===== config.mk =====
export PLATFORM = sky130hd
export DESIGN_NAME = mem_arbiter_flat
export DESIGN_NICKNAME = d
export VERILOG_FILES = /design/src/rtl/mem_arbiter_pkg.sv /design/src/rtl/mem_arbiter_if.sv /design/src/rtl/mem_arb_pick.sv /design/src/rtl/mem_arbiter.sv /design/src/flat_wrapper.sv
export SDC_FILE = /design/constraint.sdc
export NUM_CORES = 1
export LEC_CHECK = 0
export BUFFER_PORTS_ARGS = -buffer_cell sky130_fd_sc_hd__buf_2
export CORE_AREA = 5 5 70 72
export CTS_CLUSTER_SIZE = 12
export DETAILED_ROUTE_END_ITERATION = 10
export DIE_AREA = 0 0 75 77
export HOLD_SLACK_MARGIN = 0.06
export PLACE_DENSITY = 0.83
export SYNTH_ARGS = -nofsm -noshare
export SYNTH_HDL_FRONTEND = slang
export SYNTH_HIERARCHICAL = 1
export SYNTH_SLANG_ARGS = --single-unit

===== constraint.sdc =====
create_clock -name clk -period 2.7 [get_ports clk]
set_input_delay 0.135 -clock clk [delete_from_list [all_inputs] [get_ports clk]]
set_output_delay 0.135 -clock clk [all_outputs]
set_load 0.02 [all_outputs]

===== src/rtl/mem_arbiter_pkg.sv =====
// Shared types for the CHIP-8 RAM arbiter: requester ids, address/byte types,
// arbiter state encoding and a small id-to-one-hot helper.
// No logic, no latency, no backpressure of its own.
package mem_arbiter_pkg;

  localparam int N_REQ = 3;

  typedef enum logic [1:0] {
    REQ_MEM   = 2'd0,
    REQ_DRAW  = 2'd1,
    REQ_FETCH = 2'd2
  } req_id_e;

  typedef logic [11:0] addr_t;
  typedef logic [7:0]  byte_t;

  typedef enum logic {
    ARB_FREE,
    ARB_LOCKED
  } arb_state_e;

  function automatic logic [N_REQ-1:0] id_onehot(req_id_e id);
    logic [N_REQ-1:0] oh;
    oh     = '0;
    oh[id] = 1'b1;
    return oh;
  endfunction

endpackage


===== src/rtl/mem_arbiter_if.sv =====
// Requester-side bus of the RAM arbiter: per-requester request/lock/write
// command fields in, grant/stall/read-valid strobes and shared read data out.
// Grant is combinational on the request; read data follows a read grant by 1 cycle.
// Ports: master = requesters (pipeline, draw unit, fetch), slave = arbiter.
interface mem_arbiter_if
  import mem_arbiter_pkg::*;
#(
  parameter int ADDR_W = 12,
  parameter int DATA_W = 8
) ();

  logic [N_REQ-1:0]             req;
  logic [N_REQ-1:0]             lock;
  logic [N_REQ-1:0]             we;
  logic [N_REQ-1:0][ADDR_W-1:0] addr;
  logic [N_REQ-1:0][DATA_W-1:0] wdata;
  logic [N_REQ-1:0]             gnt;
  logic [N_REQ-1:0]             stall;
  logic [N_REQ-1:0]             rvalid;
  logic [DATA_W-1:0]            rdata;

  modport master (
    output req, lock, we, addr, wdata,
    input  gnt, stall, rvalid, rdata
  );

  modport slave (
    input  req, lock, we, addr, wdata,
    output gnt, stall, rvalid, rdata
  );

endinterface


===== src/rtl/mem_arb_pick.sv =====
// Fixed-priority picker: mem > draw > fetch, fetch first when promoted.
// Purely combinational, zero latency.
// No backpressure; an empty request vector yields an all-zero grant.
// Ports: req (request vector), promote (starved fetch), gnt (one-hot or zero).
module mem_arb_pick
  import mem_arbiter_pkg::*;
(
  input  logic [N_REQ-1:0] req,
  input  logic             promote,
  output logic [N_REQ-1:0] gnt
);

  always_comb begin
    gnt = '0;
    if (promote && req[REQ_FETCH]) begin
      gnt[REQ_FETCH] = 1'b1;
    end else if (req[REQ_MEM]) begin
      gnt[REQ_MEM] = 1'b1;
    end else if (req[REQ_DRAW]) begin
      gnt[REQ_DRAW] = 1'b1;
    end else if (req[REQ_FETCH]) begin
      gnt[REQ_FETCH] = 1'b1;
    end
  end

endmodule


===== src/rtl/mem_arbiter.sv =====
// Shares the single-port CHIP-8 RAM between mem stage, draw unit and fetch.
// Grant and command are same-cycle; read data/rvalid return 1 cycle after a read grant.
// Losing requesters see stall = req & ~gnt; a lock holds the RAM until released or req drops.
// Ports: clk, rst (sync, active-low), bus (requester side, slave modport),
//        mem_addr/mem_we/mem_wdata (RAM command), mem_rdata (registered RAM read data).
module mem_arbiter
  import mem_arbiter_pkg::*;
#(
  parameter int ADDR_W       = 12,
  parameter int DATA_W       = 8,
  parameter int STARVE_LIMIT = 8
) (
  input  logic              clk,
  input  logic              rst,
  mem_arbiter_if.slave      bus,
  output logic [ADDR_W-1:0] mem_addr,
  output logic              mem_we,
  output logic [DATA_W-1:0] mem_wdata,
  input  logic [DATA_W-1:0] mem_rdata
);

  localparam int STARVE_W = $clog2(STARVE_LIMIT + 1);

  arb_state_e           state_q, state_d;
  req_id_e              owner_q, owner_d;
  logic [STARVE_W-1:0]  starve_q;
  logic [N_REQ-1:0]     rvalid_q;
  logic [ADDR_W-1:0]    addr_hold_q;

  logic                 promote;
  logic                 owner_holds;
  logic [N_REQ-1:0]     pick_gnt;
  logic [N_REQ-1:0]     gnt_c;
  logic                 any_gnt;
  req_id_e              sel;

  assign promote = (starve_q == STARVE_W'(STARVE_LIMIT));

  mem_arb_pick u_pick (
    .req     (bus.req),
    .promote (promote),
    .gnt     (pick_gnt)
  );

  // A lock only holds while its owner keeps requesting; once the owner drops
  // req, free arbitration takes over in the same cycle (no dead cycle).
  assign owner_holds = (state_q == ARB_LOCKED) && bus.req[owner_q];

  always_comb begin
    gnt_c = '0;
    if (!rst) begin
      gnt_c = '0;
    end else if (owner_holds) begin
      gnt_c = id_onehot(owner_q);
    end else begin
      gnt_c = pick_gnt;
    end
  end

  assign any_gnt = |gnt_c;

  always_comb begin
    sel = REQ_MEM;
    if (gnt_c[REQ_DRAW])  sel = REQ_DRAW;
    if (gnt_c[REQ_FETCH]) sel = REQ_FETCH;
  end

  // Command mux. With no grant the address is held from the last access so the
  // RAM address bus does not toggle needlessly; the write strobe stays low.
  always_comb begin
    mem_addr  = '0;
    mem_we    = 1'b0;
    mem_wdata = '0;
    if (any_gnt) begin
      mem_addr  = bus.addr[sel];
      mem_we    = bus.we[sel];
      mem_wdata = bus.wdata[sel];
    end else if (rst) begin
      mem_addr  = addr_hold_q;
    end
  end

  // Ownership follows the lock bit of whoever is granted this cycle; any
  // granted cycle without lock (or no grant at all) returns to FREE.
  always_comb begin
    state_d = ARB_FREE;
    owner_d = owner_q;
    if (|(gnt_c & bus.lock)) begin
      state_d = ARB_LOCKED;
      owner_d = sel;
    end
  end

  always_ff @(posedge clk) begin
    if (!rst) begin
      state_q     <= ARB_FREE;
      owner_q     <= REQ_MEM;
      starve_q    <= '0;
      rvalid_q    <= '0;
      addr_hold_q <= '0;
    end else begin
      state_q  <= state_d;
      owner_q  <= owner_d;
      rvalid_q <= gnt_c & ~bus.we;
      if (any_gnt) begin
        addr_hold_q <= mem_addr;
      end
      // Saturate at the limit so promotion persists until fetch wins.
      if (bus.req[REQ_FETCH] && !gnt_c[REQ_FETCH]) begin
        if (!promote) begin
          starve_q <= starve_q + STARVE_W'(1);
        end
      end else begin
        starve_q <= '0;
      end
    end
  end

  assign bus.gnt    = gnt_c;
  assign bus.stall  = rst ? (bus.req & ~gnt_c) : '0;
  assign bus.rvalid = rvalid_q;
  assign bus.rdata  = mem_rdata;

endmodule


===== src/flat_wrapper.sv =====
// flat-port wrapper written by rule: the top's interface ports become plain ports
module mem_arbiter_flat import mem_arbiter_pkg::*;
#(
  parameter int ADDR_W       = 12,
  parameter int DATA_W       = 8,
  parameter int STARVE_LIMIT = 8
)
  (clk, rst, mem_addr, mem_we, mem_wdata, mem_rdata, bus_req, bus_lock, bus_we, bus_addr, bus_wdata, bus_gnt, bus_stall, bus_rvalid, bus_rdata);
  mem_arbiter_if #(.ADDR_W(ADDR_W), .DATA_W(DATA_W)) bus_i ();
  input  logic clk;
  input  logic rst;
  output logic [ADDR_W-1:0] mem_addr;
  output logic mem_we;
  output logic [DATA_W-1:0] mem_wdata;
  input  logic [DATA_W-1:0] mem_rdata;
  input wire logic [$bits(bus_i.req)-1:0] bus_req;
  input wire logic [$bits(bus_i.lock)-1:0] bus_lock;
  input wire logic [$bits(bus_i.we)-1:0] bus_we;
  input wire logic [$bits(bus_i.addr)-1:0] bus_addr;
  input wire logic [$bits(bus_i.wdata)-1:0] bus_wdata;
  output wire logic [$bits(bus_i.gnt)-1:0] bus_gnt;
  output wire logic [$bits(bus_i.stall)-1:0] bus_stall;
  output wire logic [$bits(bus_i.rvalid)-1:0] bus_rvalid;
  output wire logic [$bits(bus_i.rdata)-1:0] bus_rdata;
  assign bus_i.req = bus_req;
  assign bus_i.lock = bus_lock;
  assign bus_i.we = bus_we;
  assign bus_i.addr = bus_addr;
  assign bus_i.wdata = bus_wdata;
  assign bus_gnt = bus_i.gnt;
  assign bus_stall = bus_i.stall;
  assign bus_rvalid = bus_i.rvalid;
  assign bus_rdata = bus_i.rdata;
  mem_arbiter #(.ADDR_W(ADDR_W), .DATA_W(DATA_W), .STARVE_LIMIT(STARVE_LIMIT)) u_core (.clk(clk), .rst(rst), .bus(bus_i), .mem_addr(mem_addr), .mem_we(mem_we), .mem_wdata(mem_wdata), .mem_rdata(mem_rdata));
endmodule

# --- Word level (Yosys, flattened, before mapping) ---
# Cells that the tools add are included.
# Widths: inputs -> output; s select.
classes:
  add_sub_neg: 1
  order_cmp: 3
  eq_ne: 1
  muxes: 27
  bitwise_logic: 5
  n_reduce_logical: 8
ops:
  columns: ["op", "count"]
  rows:
  - ["$mux 12", 3]
  - ["$bmux 12 s2", 1]
  - ["$bmux 8 s2", 1]
  - ["$mux 8", 2]
  - ["$mux 1", 11]
  - ["$and 3x3->3", 3]
  - ["$mux 3", 3]
  - ["$lt 2x3->1 const B", 2]
  - ["$mux 2", 3]
  - ["$not 3->3", 2]
  - ["$reduce_or 3->1", 2]
  - ["$add 4x1->4 const B", 1]
  - ["$bmux 1 s2", 2]
  - ["$eq 4x4->1 const B", 1]
  - ["$logic_and 1x1->1", 4]
  - ["$demux 1 s2", 1]
  - ["$ge 2x1->1 const B", 1]
  - ["$reduce_and 2->1", 1]
  - ["$logic_not 1->1", 1]
totals:
  regBits: 22
  elab_cells: 50

# --- Logic depth before layout (Yosys ltp) ---
logic_depth:
  depth_word: 11
  mapped_depth: 13
  mapped_depth_nobuf: 11

# --- Modules after synthesis ---
# The synthesis kept the hierarchy.
modules_own_cells:
  columns: ["mod", "n_inst", "cells_per_inst", "area_per_inst_um2"]
  rows:
  - ["mem_arbiter", 1, 206, 1596.5]
  - ["mem_arb_pick", 1, 5, 38.8]

# --- Worst setup path before layout ---
# OpenSTA, ideal clock, no wires.
synth_path:
  path_type: "register -> output"
  start: "register u_core.starve_q[0]"
  end: "output port mem_addr[10]"
  t_arrival_ns: 2.525
  required_time_ns: 2.565
  setup_slack_ns: 0.040
  path_stages_with_launch: 12
  n_path_buf: 1
  path_cell_list: "dfxtp_1 inv_1 ha_1 nand2_1 nor2_1 o21a_1 a2bb2oi_1 o32a_1 a211oi_2 a211o_2 buf_6 o221ai_1"
synth_between:
  word_cells_on_any_way: 12
  classes_between: "eq/ne (1); mux (9); reduce/logical (2)"
synth_lines:
  columns: ["item", "line_no", "source"]
  rows:
  - ["from (decl)", "mem_arbiter.sv:26", "logic [STARVE_W-1:0] starve_q;"]
  - ["from (signal assigned)", "mem_arbiter.sv:111", "starve_q <= starve_q + STARVE_W'(1);"]
  - ["$eq 4x4->1 *", "mem_arbiter.sv:37", "assign promote = (starve_q == STARVE_W'(STARVE_LIMIT));"]
  - ["net u_core.promote", "mem_arbiter.sv:30", "logic promote;"]
  - ["$logic_and 1x1->1 *", "mem_arb_pick.sv:15", "if (promote && req[REQ_FETCH]) begin"]
  - ["$mux 1 *", "mem_arb_pick.sv:15", null]
  - ["net u_core.pick_gnt[2]", "mem_arbiter.sv:32", "logic [N_REQ-1:0] pick_gnt;"]
  - ["$mux 3 *", "mem_arbiter.sv:53", "end else if (owner_holds) begin"]
  - ["$mux 3 *", "mem_arbiter.sv:51", "if (!rst) begin"]
  - ["$mux 2", "mem_arbiter.sv:65", "if (gnt_c[REQ_FETCH]) sel = REQ_FETCH;"]
  - ["$bmux 12 s2", "mem_arbiter.sv:75", "mem_addr = bus.addr[sel];"]
  - ["$mux 12 (not written as such)", "mem_arbiter.sv:75", null]
  - ["$mux 12 *", "mem_arbiter.sv:74", "if (any_gnt) begin"]
  - ["to (decl)", "flat_wrapper.sv:12", "output logic [ADDR_W-1:0] mem_addr;"]
# Mark *: on every way through the listed nets, which the timed path passes. The rest lies on a longest branch. The select of a mux whose other input is x is not followed.

# --- Final worst setup path ---
layout_path:
  start: "register u_core.starve_q[0]"
  end: "output port mem_addr[3]"
layout_between:
  elab_chain_cells: 10
  word_cells_on_any_way: 12
  classes_between: "eq/ne (1); mux (9); reduce/logical (2)"
layout_lines:
  columns: ["item", "line_no", "source"]
  rows:
  - ["$eq 4x4->1 *", "mem_arbiter.sv:37", null]
  - ["net u_core.promote", "mem_arbiter.sv:30", null]
  - ["$logic_and 1x1->1 *", "mem_arb_pick.sv:15", null]
  - ["$mux 2 *", "mem_arb_pick.sv:15", null]
  - ["net u_core.pick_gnt[1]", "mem_arbiter.sv:32", null]
  - ["$mux 3 *", "mem_arbiter.sv:53", null]
  - ["$mux 3 *", "mem_arbiter.sv:51", null]
  - ["$mux 1", "mem_arbiter.sv:64", "if (gnt_c[REQ_DRAW]) sel = REQ_DRAW;"]
  - ["$mux 2", "mem_arbiter.sv:65", null]
  - ["$bmux 12 s2", "mem_arbiter.sv:75", null]
  - ["$mux 12 (not written as such)", "mem_arbiter.sv:75", null]
  - ["$mux 12 *", "mem_arbiter.sv:74", null]
# Marks and branches as above.

==> reports/metrics.csv <==
stage;metric;value;unit
floorplanning;dieArea;5775;um^2
timing;worst_slew_pin_slew;474.8;ps
power_and_ir_drop;power.switching;0.4719;mW
placed_design;place_hpwl;3.870;mm
clock_network;cts_sinks;22;
global_route;grt_overflow;0;
routing;firstDrtPassIters;4;
synthesis;async_reset_ff_share;0;%
critical_path;crit_type;reg -> out;
synthesis;synthCells;211;
global_route;track_usage;19.80;%
critical_path;crit_chain;inv_2, ha_4, nand2_4, nor2_4, a211oi_4, o32a_1, a211oi_4, nand2_4, o221ai_2, buf_4;
run_status;violations;setup timing;
power_and_ir_drop;powerDensity;488.5;nW/um^2
placed_design;post-place-ws;56.58;ps
floorplanning;start_util;38.62;%
routing;wirelength;5.843;mm
power_and_ir_drop;ir_worst_vdd;0.2640;mV
timing;period_minus_slack;2735;ps
synthesis;synthXorXnorAreaFrac;1.607;%
run;maxCapViolations;0;
timing;clock_skew;6.019;ps
cells_and_area;final_cell_mix;89 x buf_2, 28 x buf_4, 23 x a21oi_1;
placed_design;numPortBuffers;100;
timing;report.final.slew_viol_count;0;
routing;drcViolationCount;0;
power_and_ir_drop;leakage;1.220;nW
critical_path;cp-end-kind;output port;
floorplanning;io_pins;117;
timing;rsz0062_at_grt;true;
floorplanning;row_count;24;
synthesis;synth-compound-area-share;32.90;%
critical_path;cpMaxStageDelayCell;o32a_1;
power_and_ir_drop;p_int;0.7537;mW
clock_network;clkTransAtPathRegs;90;ps
clock_network;root_buffer;clkbuf_8;
critical_path;cp_max_fo;14;
synthesis;ys_seq_elements;22;
critical_path;cp.required;2570;ps
floorplanning;die_h;77;um
synthesis;seq_area_frac_synth;26.93;%
critical_path;cp_data_arrival_time;2600;ps
timing;relSlewSlack;68.35;%
hold_path;hold_class;in -> reg;
synthesis;synth_adder_area_share;1.530;%
clock_network;htree_levels;1;
run_status;status;finished with violations;
cells_and_area;diodes;0;
synthesis;synth.distinct_cells;43;
clock_network;clk_path_buf_depth;2;
timing;postLayoutSetupSlackWorst;-35.07;ps
timing;timing.setup.tns;-105.2;ps
synthesis;synth_mux_area_share;7.345;%
cells_and_area;nNetsFinal;398;
routing;routedWlPerCell;15.88;um
routing;ant_nets;0;
power_and_ir_drop;power_frac_seq;31.3;%
critical_path;cpPeakStageDelay;430;ps
global_route;grt_max_degree;26;
placed_design;routabilityCongestion;0.8609;
timing;hold_ws;145.7;ps
cells_and_area;final_common_cell;buf_2;
global_route;grt_pass1_wl;9.190;mm
floorplanning;chipWidth;75;um
global_route;grt_pass1_vias;2044;
timing;max_freq;0.3656;GHz
synthesis;synth_area;1635;um^2
floorplanning;core_area;4234;um^2
synthesis;ys.flop_type;dfxtp_1;
synthesis;synth_top_family_by_area;compound AO/OA/AOI/OAI gates;
synthesis;synth_fp_nets;292;
synthesis;yosys.area_share.simple;17.37;%
synthesis;syn_area_per_cell;7.750;um^2
timing;finalHoldViolCount;0;
cells_and_area;area_delta_synth_final;53.41;%
routing;drt_iter0_drc;55;
synthesis;synth_enable_flop_cells;0;
clock_network;insertion_delay;270;ps
global_route;grt_antenna_before_repair;0;
cells_and_area;drive_above_1_share;48.42;%
routing;vias;2075;
timing;fin_crit_sh;101.3;%
timing;setup-violations-final;10;
power_and_ir_drop;p_comb_share;48.6;%
synthesis;yosysWarnings;6;
routing;vias_per_cell;5.639;
clock_network;cts_tree;yes;
power_and_ir_drop;pwr-share-clk;20.1;%
power_and_ir_drop;switching_share;38.50;%
critical_path;cp-start-kind;flop;
clock_network;numCtsBuffers;3;
-- synthesized netlist by cell type (2+ instances only) --
| library cell | instances | share of area [%] |
|---|---|---|
| a211oi_2 | 2 | 1.5 |
| a21oi_1 | 23 | 7.0 |
| dfxtp_1 | 22 | 27 |
| xnor2_1 | 2 | 1.1 |
| nand3_1 | 19 | 5.8 |
| nor2b_1 | 4 | 1.5 |
| o21a_1 | 2 | 0.92 |
| and3b_1 | 2 | 1.1 |
| mux2i_1 | 12 | 7.3 |
| o22ai_1 | 12 | 4.6 |
| inv_1 | 14 | 3.2 |
| nor2_1 | 17 | 3.9 |
| a21o_1 | 2 | 0.92 |
| buf_2 | 5 | 1.5 |
| o21ai_1 | 2 | 0.61 |
| o221ai_1 | 16 | 8.6 |
| buf_4 | 10 | 4.6 |
| buf_6 | 2 | 1.4 |
| clkbuf_1 | 6 | 1.4 |
| a2bb2oi_1 | 2 | 1.1 |
| ha_1 | 2 | 1.5 |
| nand2_1 | 12 | 2.8 |
-- path summary, 6_finish.rpt --
check,endpoint,cells after the start,slack (ps),startpoint
hold / removal,u_core/addr_hold_q[10],3,150,bus_addr[34]
hold reg to reg,u_core/addr_hold_q[8],2,500,u_core/addr_hold_q[8]
setup / recovery,mem_addr[3],10,-40,u_core/starve_q[0]
setup reg to reg,u_core/addr_hold_q[3],11,190,u_core/starve_q[0]
-- kinds of logic after synthesis --
group           count (synthesis)
compound gates                 74
simple gates                   60
buf+inv                        38
flops                          22
mux                            12
xor+xnor                        3
fa+ha+maj                       2
-- cell type report --
type                    instances  area [um^2]
repair buffers                123        719.4
well taps                      52        65.06
clock buffers                   4        55.05
inverters                      15        56.30
multi-input cells             152         1170
flip-flops and latches         22        442.9
fillers                       378         1725
-- metrics by stage --
| step | cell area [um^2] | utilization (%) | cells | total power [mW] |
|---|---|---|---|---|
| after floorplan | 1635 | - | 211 | 0.7217 |
| after global placement | 2108 | 49.79 | 347 | 0.8514 |
| after detailed placement | 2108 | 49.79 | 347 | 0.8576 |
| after CTS | 2446 | 57.77 | 364 | 1.201 |
| after global routing | 2509 | 59.25 | 368 | 1.299 |
| final | 2509 | 59.25 | 368 | 1.226 |
-- layer usage --
metal | vias to the layer above | track usage (%) | part of all wire [%]
li1 | 993 | - | -
met1 | 963 | 23.81 | 39
met2 | 106 | 33.80 | 50
met3 | 13 | 3.660 | 9.3
met4 | 0 | 7.651 | 2.0
met5 | - | 0 | 0
-- sequential cells by signal, indices dropped and copies added, names as in the netlist --
register            cells
u_core/owner_q          2
u_core/state_q          1
u_core/addr_hold_q     12
u_core/bus.rvalid       3
u_core/starve_q         4
-- critical path, delay by kind of cell, from the launching register on --
kind            cells  cell delay (ps)
compound gates      4             1140
simple gates        3              440
flops               1              340
buf+inv             2              250
fa+ha+maj           1              140
-- power by group through the flow --
stage	Combinational, mW	Clock [mW]	Sequential, mW
2_1_floorplan	0.336	0	0.385
3_3_place_gp	0.463	0	0.388
3_5_place_dp	0.468	0	0.390
4_1_cts	0.565	0.254	0.382
5_1_grt	0.644	0.267	0.387
6_report	0.595	0.247	0.383
-- what timing repair did --
| action | in CTS | in global routing |
|---|---|---|
| gates resized for setup | 36 | 9 |
| endpoints found under the hold margin | 3 | 0 |
| setup endpoints to repair | 19 | 21 |
| pin swaps | 17 | 7 |
| hold buffers | 3 | 0 |
| cloned | 1 | 0 |
| buffers inserted | 9 | 4 |
Power figures use the tool's default switching activity.
